[src/rtl/irq_pkg.sv]
// irq_pkg: shared definitions for the interrupt sequencer.
//   - FSM state encoding (IDLE, ARMED, TAKE, HANDLER, RET)
//   - Cause ExcCode for external interrupts and the exception vector
//   - Status register bit positions for IE and the IM field
package irq_pkg;

  localparam logic [2:0] ST_IDLE    = 3'd0;
  localparam logic [2:0] ST_ARMED   = 3'd1;
  localparam logic [2:0] ST_TAKE    = 3'd2;
  localparam logic [2:0] ST_HANDLER = 3'd3;
  localparam logic [2:0] ST_RET     = 3'd4;

  localparam logic [4:0]  EXC_INT  = 5'd0;
  localparam logic [31:0] VEC_ADDR = 32'h0000_0180;

  localparam int unsigned STATUS_IE_BIT  = 0;
  localparam int unsigned STATUS_IM_BASE = 8;

endpackage

[src/rtl/irq_sync_edge.sv]
// irq_sync_edge: synchronizes one asynchronous interrupt line into the Clk
// domain and flags its rising edge for one cycle.
// Ports:
//   Clk     in  clock
//   Reset   in  asynchronous active-low reset
//   i_irq   in  raw asynchronous interrupt line
//   o_rise  out one-cycle pulse on a rising edge of the synchronized line
module irq_sync_edge
  import irq_pkg::*;
#(
  parameter int unsigned SYNC_STAGES = 2
) (
  input  logic Clk,
  input  logic Reset,
  input  logic i_irq,
  output logic o_rise
);

  logic [SYNC_STAGES-1:0] sync_q;
  logic                   prev_q;

  always_ff @(posedge Clk or negedge Reset) begin
    if (!Reset) begin
      sync_q <= '0;
      prev_q <= 1'b0;
    end else begin
      sync_q <= {sync_q[SYNC_STAGES-2:0], i_irq};
      prev_q <= sync_q[SYNC_STAGES-1];
    end
  end

  assign o_rise = sync_q[SYNC_STAGES-1] & ~prev_q;

endmodule

[src/rtl/irq_sequencer.sv]
// irq_sequencer: external interrupt entry/return sequencing for the
// 5-stage pipeline. Edges on the IRQ lines latch into a pending register;
// enabled requests wait for a safe pipeline point (no stall, no branch in
// decode) and then fire a one-cycle take pulse. The handler runs until an
// eret in decode, which produces a one-cycle return pulse.
// Ports:
//   Clk, Reset    clock, asynchronous active-low reset
//   i_irq         raw interrupt lines (index 0 highest priority)
//   i_im, i_ie    Status interrupt mask bits and global enable
//   i_stall       StallF | StallD
//   i_branch_d    branch/jump in decode
//   i_eret        eret in decode
//   o_take        vector select / F-D-E flush / EPC write pulse
//   o_cause_we    Cause write enable (same as o_take)
//   o_cause_ip    one-hot serviced line, valid with o_take
//   o_exccode     Cause ExcCode, always Int
//   o_ie_clr      clears Status IE (same as o_take)
//   o_ret         eret return pulse, restores IE
//   o_in_handler  handler residency flag
//   o_pending     pending register
module irq_sequencer
  import irq_pkg::*;
#(
  parameter int unsigned N_IRQ       = 2,
  parameter int unsigned SYNC_STAGES = 2,
  parameter int unsigned MAX_WAIT    = 15
) (
  input  logic             Clk,
  input  logic             Reset,
  input  logic [N_IRQ-1:0] i_irq,
  input  logic [N_IRQ-1:0] i_im,
  input  logic             i_ie,
  input  logic             i_stall,
  input  logic             i_branch_d,
  input  logic             i_eret,
  output logic             o_take,
  output logic             o_cause_we,
  output logic [N_IRQ-1:0] o_cause_ip,
  output logic [4:0]       o_exccode,
  output logic             o_ie_clr,
  output logic             o_ret,
  output logic             o_in_handler,
  output logic [N_IRQ-1:0] o_pending
);

  localparam int unsigned    CW      = (MAX_WAIT < 1) ? 1 : $clog2(MAX_WAIT + 1);
  localparam logic [CW-1:0]  CNT_MAX = CW'(MAX_WAIT);

  logic [N_IRQ-1:0] rise;
  logic [N_IRQ-1:0] pending_q, pending_d;
  logic [N_IRQ-1:0] cause_q, cause_d;
  logic [N_IRQ-1:0] en, sel, clr;
  logic             req, found, take;
  logic [2:0]       state_q, state_d;
  logic [CW-1:0]    cnt_q, cnt_d;

  for (genvar k = 0; k < N_IRQ; k++) begin : g_sync
    irq_sync_edge #(
      .SYNC_STAGES(SYNC_STAGES)
    ) u_sync (
      .Clk   (Clk),
      .Reset (Reset),
      .i_irq (i_irq[k]),
      .o_rise(rise[k])
    );
  end

  // Fixed priority: lowest enabled index wins.
  always_comb begin
    en    = pending_q & i_im;
    req   = (|en) & i_ie;
    sel   = '0;
    found = 1'b0;
    for (int unsigned k = 0; k < N_IRQ; k++) begin
      if (en[k] && !found) begin
        sel[k] = 1'b1;
        found  = 1'b1;
      end
    end
  end

  assign take = (state_q == ST_TAKE);

  // A new edge in the clearing cycle keeps the line pending.
  always_comb begin
    clr       = take ? cause_q : '0;
    pending_d = (pending_q & ~clr) | rise;
  end

  always_comb begin
    state_d = state_q;
    cnt_d   = cnt_q;
    cause_d = cause_q;
    case (state_q)
      ST_IDLE: begin
        if (req) begin
          state_d = ST_ARMED;
          cnt_d   = '0;
        end
      end
      ST_ARMED: begin
        if (!req) begin
          state_d = ST_IDLE;
        end else if (!i_stall && !i_branch_d) begin
          state_d = ST_TAKE;
          cause_d = sel;
        end else if (!i_stall && (cnt_q == CNT_MAX)) begin
          // Waited long enough: take despite the branch in decode.
          state_d = ST_TAKE;
          cause_d = sel;
        end else if (!i_stall) begin
          cnt_d = cnt_q + 1'b1;
        end
      end
      ST_TAKE: begin
        state_d = ST_HANDLER;
      end
      ST_HANDLER: begin
        if (i_eret && !i_stall) begin
          state_d = ST_RET;
        end
      end
      ST_RET: begin
        state_d = ST_IDLE;
      end
      default: begin
        state_d = ST_IDLE;
      end
    endcase
  end

  always_ff @(posedge Clk or negedge Reset) begin
    if (!Reset) begin
      state_q   <= ST_IDLE;
      cnt_q     <= '0;
      cause_q   <= '0;
      pending_q <= '0;
    end else begin
      state_q   <= state_d;
      cnt_q     <= cnt_d;
      cause_q   <= cause_d;
      pending_q <= pending_d;
    end
  end

  assign o_take       = take;
  assign o_cause_we   = take;
  assign o_ie_clr     = take;
  assign o_cause_ip   = take ? cause_q : '0;
  assign o_exccode    = EXC_INT;
  assign o_ret        = (state_q == ST_RET);
  assign o_in_handler = (state_q == ST_HANDLER);
  assign o_pending    = pending_q;

endmodule

[config.mk]
export PLATFORM = sky130hd
export DESIGN_NAME = irq_sequencer
export DESIGN_NICKNAME = d
export VERILOG_FILES = /design/src/rtl/irq_pkg.sv /design/src/rtl/irq_sync_edge.sv /design/src/rtl/irq_sequencer.sv
export SDC_FILE = /design/constraint.sdc
export NUM_CORES = 1
export LEC_CHECK = 0
export BUFFER_PORTS_ARGS = -buffer_cell sky130_fd_sc_hd__buf_2
export CORE_MARGIN = 1
export CORE_UTILIZATION = 44
export CTS_BUF_LIST = sky130_fd_sc_hd__clkbuf_16
export CTS_CLUSTER_DIAMETER = 100
export DETAILED_ROUTE_END_ITERATION = 8
export GPL_ROUTABILITY_DRIVEN = 0
export PLACE_DENSITY_LB_ADDON = 0.15
export SLEW_MARGIN = 25
export SYNTH_ARGS = -nofsm -noshare
export SYNTH_HDL_FRONTEND = slang
export SYNTH_SLANG_ARGS = --single-unit
[constraint.sdc]
create_clock -name Clk -period 1.6 [get_ports Clk]
set_clock_uncertainty 0.1 [all_clocks]
set_input_delay 0.24 -clock Clk [delete_from_list [all_inputs] [get_ports Clk]]
set_output_delay 0.24 -clock Clk [all_outputs]
set_load 0.02 [all_outputs]
==> impl_results.md <==
- Area share of the largest cell type after synthesis: 51.1%
- Synth Register Bits: 17
- I/O pin cnt: 24
- Status: completed
- Mapped Cells: 76
- First-pass GRT wire length: 2370 um
- Vias in the first global route: ~560
- Synth-to-layout area growth: 28.6%
- Setup violators final: 0
- Final hold vios: 0
- Initial Utilization: a little under half
- Drt drc: 0
- Util after Layout: between 60% and 70%
- Share of cells above drive strength 1: a little under two fifths
- Average wire per standard cell: 11.0 um
- Footprint of the multi-input gates: 333 um^2
- Pwr dens: 1730 mW/mm^2
- Sequential-to-total area share from yosys stat: 51.1%
- CTS tree: yes
- Wirelength, routed: 1400 um
- Worst skew pair latency: 0.24 ns
- Crit start category: flop
- Synth area leaders: dfrtp_1, buf_4, inv_1, mux2_4, mux2i_1
- Commonest cells after routing, fill and taps aside: dfrtp_1, buf_2, inv_1
- Antenna violations before repair: 0
- Clk root buf: clkbuf_16
- Inserted Clock Buffers: 3
- Critical path data arrival time: 1.21 ns
- Pins over their slew limit: 0
- Num rows: 15
- Max Freq: between 0.6 and 0.7 GHz
- Max VDD drop: 0.818 mV
- Largest net degree at the start of global routing: 18
- Leak: 0.000565 uW
- CTS H-tree lvls: 1
- Cell taking the most area after synthesis: dfrtp_1
- Max FO, Critical Path: 5
- Overflow after GRT: 0
- Yosys warnings: 0
- Total track usage: 15.9%
- Post-detail-place hpwl: 1010 um
- Clk sinks: 17
- Avg Inst Size Synth: 10.9 um^2
- HP Class: in -> reg
- CORE AREA: 0.00175 mm^2
- Die ar.: 0.00207 mm^2
- Die Span X: 45.5 um
- Remaining antenna violation count: 0
- Post-placement cell count: 117
- Library cells used by synthesis: 31
- Min cycle time layout: 1.55 ns
- Nets: 114
- Port Buf Inserts: 18
- Max_cap viols: 0
- Detailed Routing Iterations Pass 1: 4
- ANT cells: 0
- TNS Setup: 0 ns
- Initial drt markers: 7
- Non-filler cells in the finished layout: 127
- Part of the cycle the worst path needs: between 90% and 100%
- Clk slew on worst S/H paths: roughly 0.05 ns
- CTS max path bufs: 2
- Die height: 45.5 um
- Mapped Area: between 800 and 900 um^2
- Critical path class: reg -> out
- Via count: 596
- CP required: 1.26 ns
- Vias per std cell: 4.69
- Fill cell count: 157
- Crit. End Element: output pin
- Sequential cell area: 425 um^2
- RSZ-0062 raised after global routing: yes
- Most common cell after layout, fill and taps aside: dfrtp_1
- Total power draw: ~1800 uW
-- sequential cells by signal, summed over array words and instances (netlist names) --
name                  flops
cnt_q                     4
cause_q                   2
g_sync.u_sync.sync_q      4
g_sync.u_sync.prev_q      2
o_pending                 2
state_q                   3
-- worst paths after layout --
path,startpoint,to,slack (ns),cells past startpoint
max reg2reg,cnt_q[0],cause_q[1],0.08,5
min,i_stall,state_q[2],0.12,2
min reg2reg,g_sync[1].u_sync.sync_q[0],g_sync[1].u_sync.sync_q[1],0.25,0
min in group asynchronous,Reset,state_q[2],0.35,2
max in group asynchronous,Reset,g_sync[0].u_sync.sync_q[1],0.78,2
max,state_q[1],o_cause_ip[0],0.05,3
-- where the power goes --
group	total [uW]	leakage [uW]	switching, uW	internal (uW)
clock network	492	0.0000409	158	334
registers	637	0.000204	86.7	551
logic	717	0.000321	375	342
-- metrics by stage --
| stage | setup slack, ns | hold WS, ns | area [um^2] |
|---|---|---|---|
| 2_1_floorplan | 0.0436 | -0.156 | 847 |
| 3_3_place_gp | 0.0909 | 0.0811 | 920 |
| 3_5_place_dp | 0.0450 | 0.0849 | 920 |
| 4_1_cts | 0.0104 | 0.116 | 1040 |
| 5_1_grt | -0.0169 | 0.130 | 1070 |
| 6_report | 0.0494 | 0.123 | 1070 |
-- cells by family (layout without fill, tap and decap cells) --
| logic type | after synthesis | count (layout) | synth area share [%] |
|---|---|---|---|
| buffers and inverters | 17 | 39 | 11.7 |
| muxes | 4 | 4 | 6.02 |
| AOI/OAI and AO/OA | 12 | 12 | 9.92 |
| DFF | 17 | 17 | 51.1 |
| other | 1 | 5 | 0.451 |
| and+or+nand+nor | 24 | 24 | 19.2 |
| adders and majority gates | 1 | 1 | 1.50 |
-- cell type report --
type	instances	area share, %
timing repair buffer	26	15.6
inverter	9	3.16
tap	25	2.92
sequential	17	39.8
clock buffer	3	7.02
multi-input combinational	46	31.1
clock inverter	1	0.468
-- routing by layer --
layer	vias up	GRT usage [%]	wire length [um]
met3	2	4.76	82
met2	19	24.3	639
met4	0	6.67	4
li1	298	-	-
met1	277	20.7	674
met5	-	0	0
-- critical path: stages (launching register included) --
cell and delay, ns:
dfrtp_1 0.39, and2b_2 0.23, and3_1 0.20, buf_4 0.16
-- synthesized netlist by cell type --
cell type   n
a31oi_1     1
o31ai_1     1
mux2_4      2
and2b_1     1
nand3_2     1
nand4b_1    1
o21ai_0     1
buf_6       1
nand2_1     4
nor2b_1     1
a21oi_2     1
and3_2      1
and3_1      3
o221ai_1    1
nand2b_4    1
nor3b_1     2
a21oi_1     3
and2_1      2
a22o_1      1
a21bo_1     1
buf_4       7
nand3_1     2
o22ai_1     2
dfrtp_1    17
and4_1      1
mux2i_1     2
conb_1      1
nor2_1      3
ha_1        1
inv_1       9
nor4b_2     1
-- repair_timing --
| item | CTS | global route |
|---|---|---|
| hold buffers | 3 | 0 |
| gates resized for setup | 2 | 5 |
| endpoints found under the hold margin | 19 | 0 |
| pin swaps | 0 | 1 |
| endpoints found under the setup margin | 5 | 7 |
| buffers inserted | 1 | 2 |
| gates cloned | 0 | 0 |
Note: power is estimated with default switching activity, not from simulation.
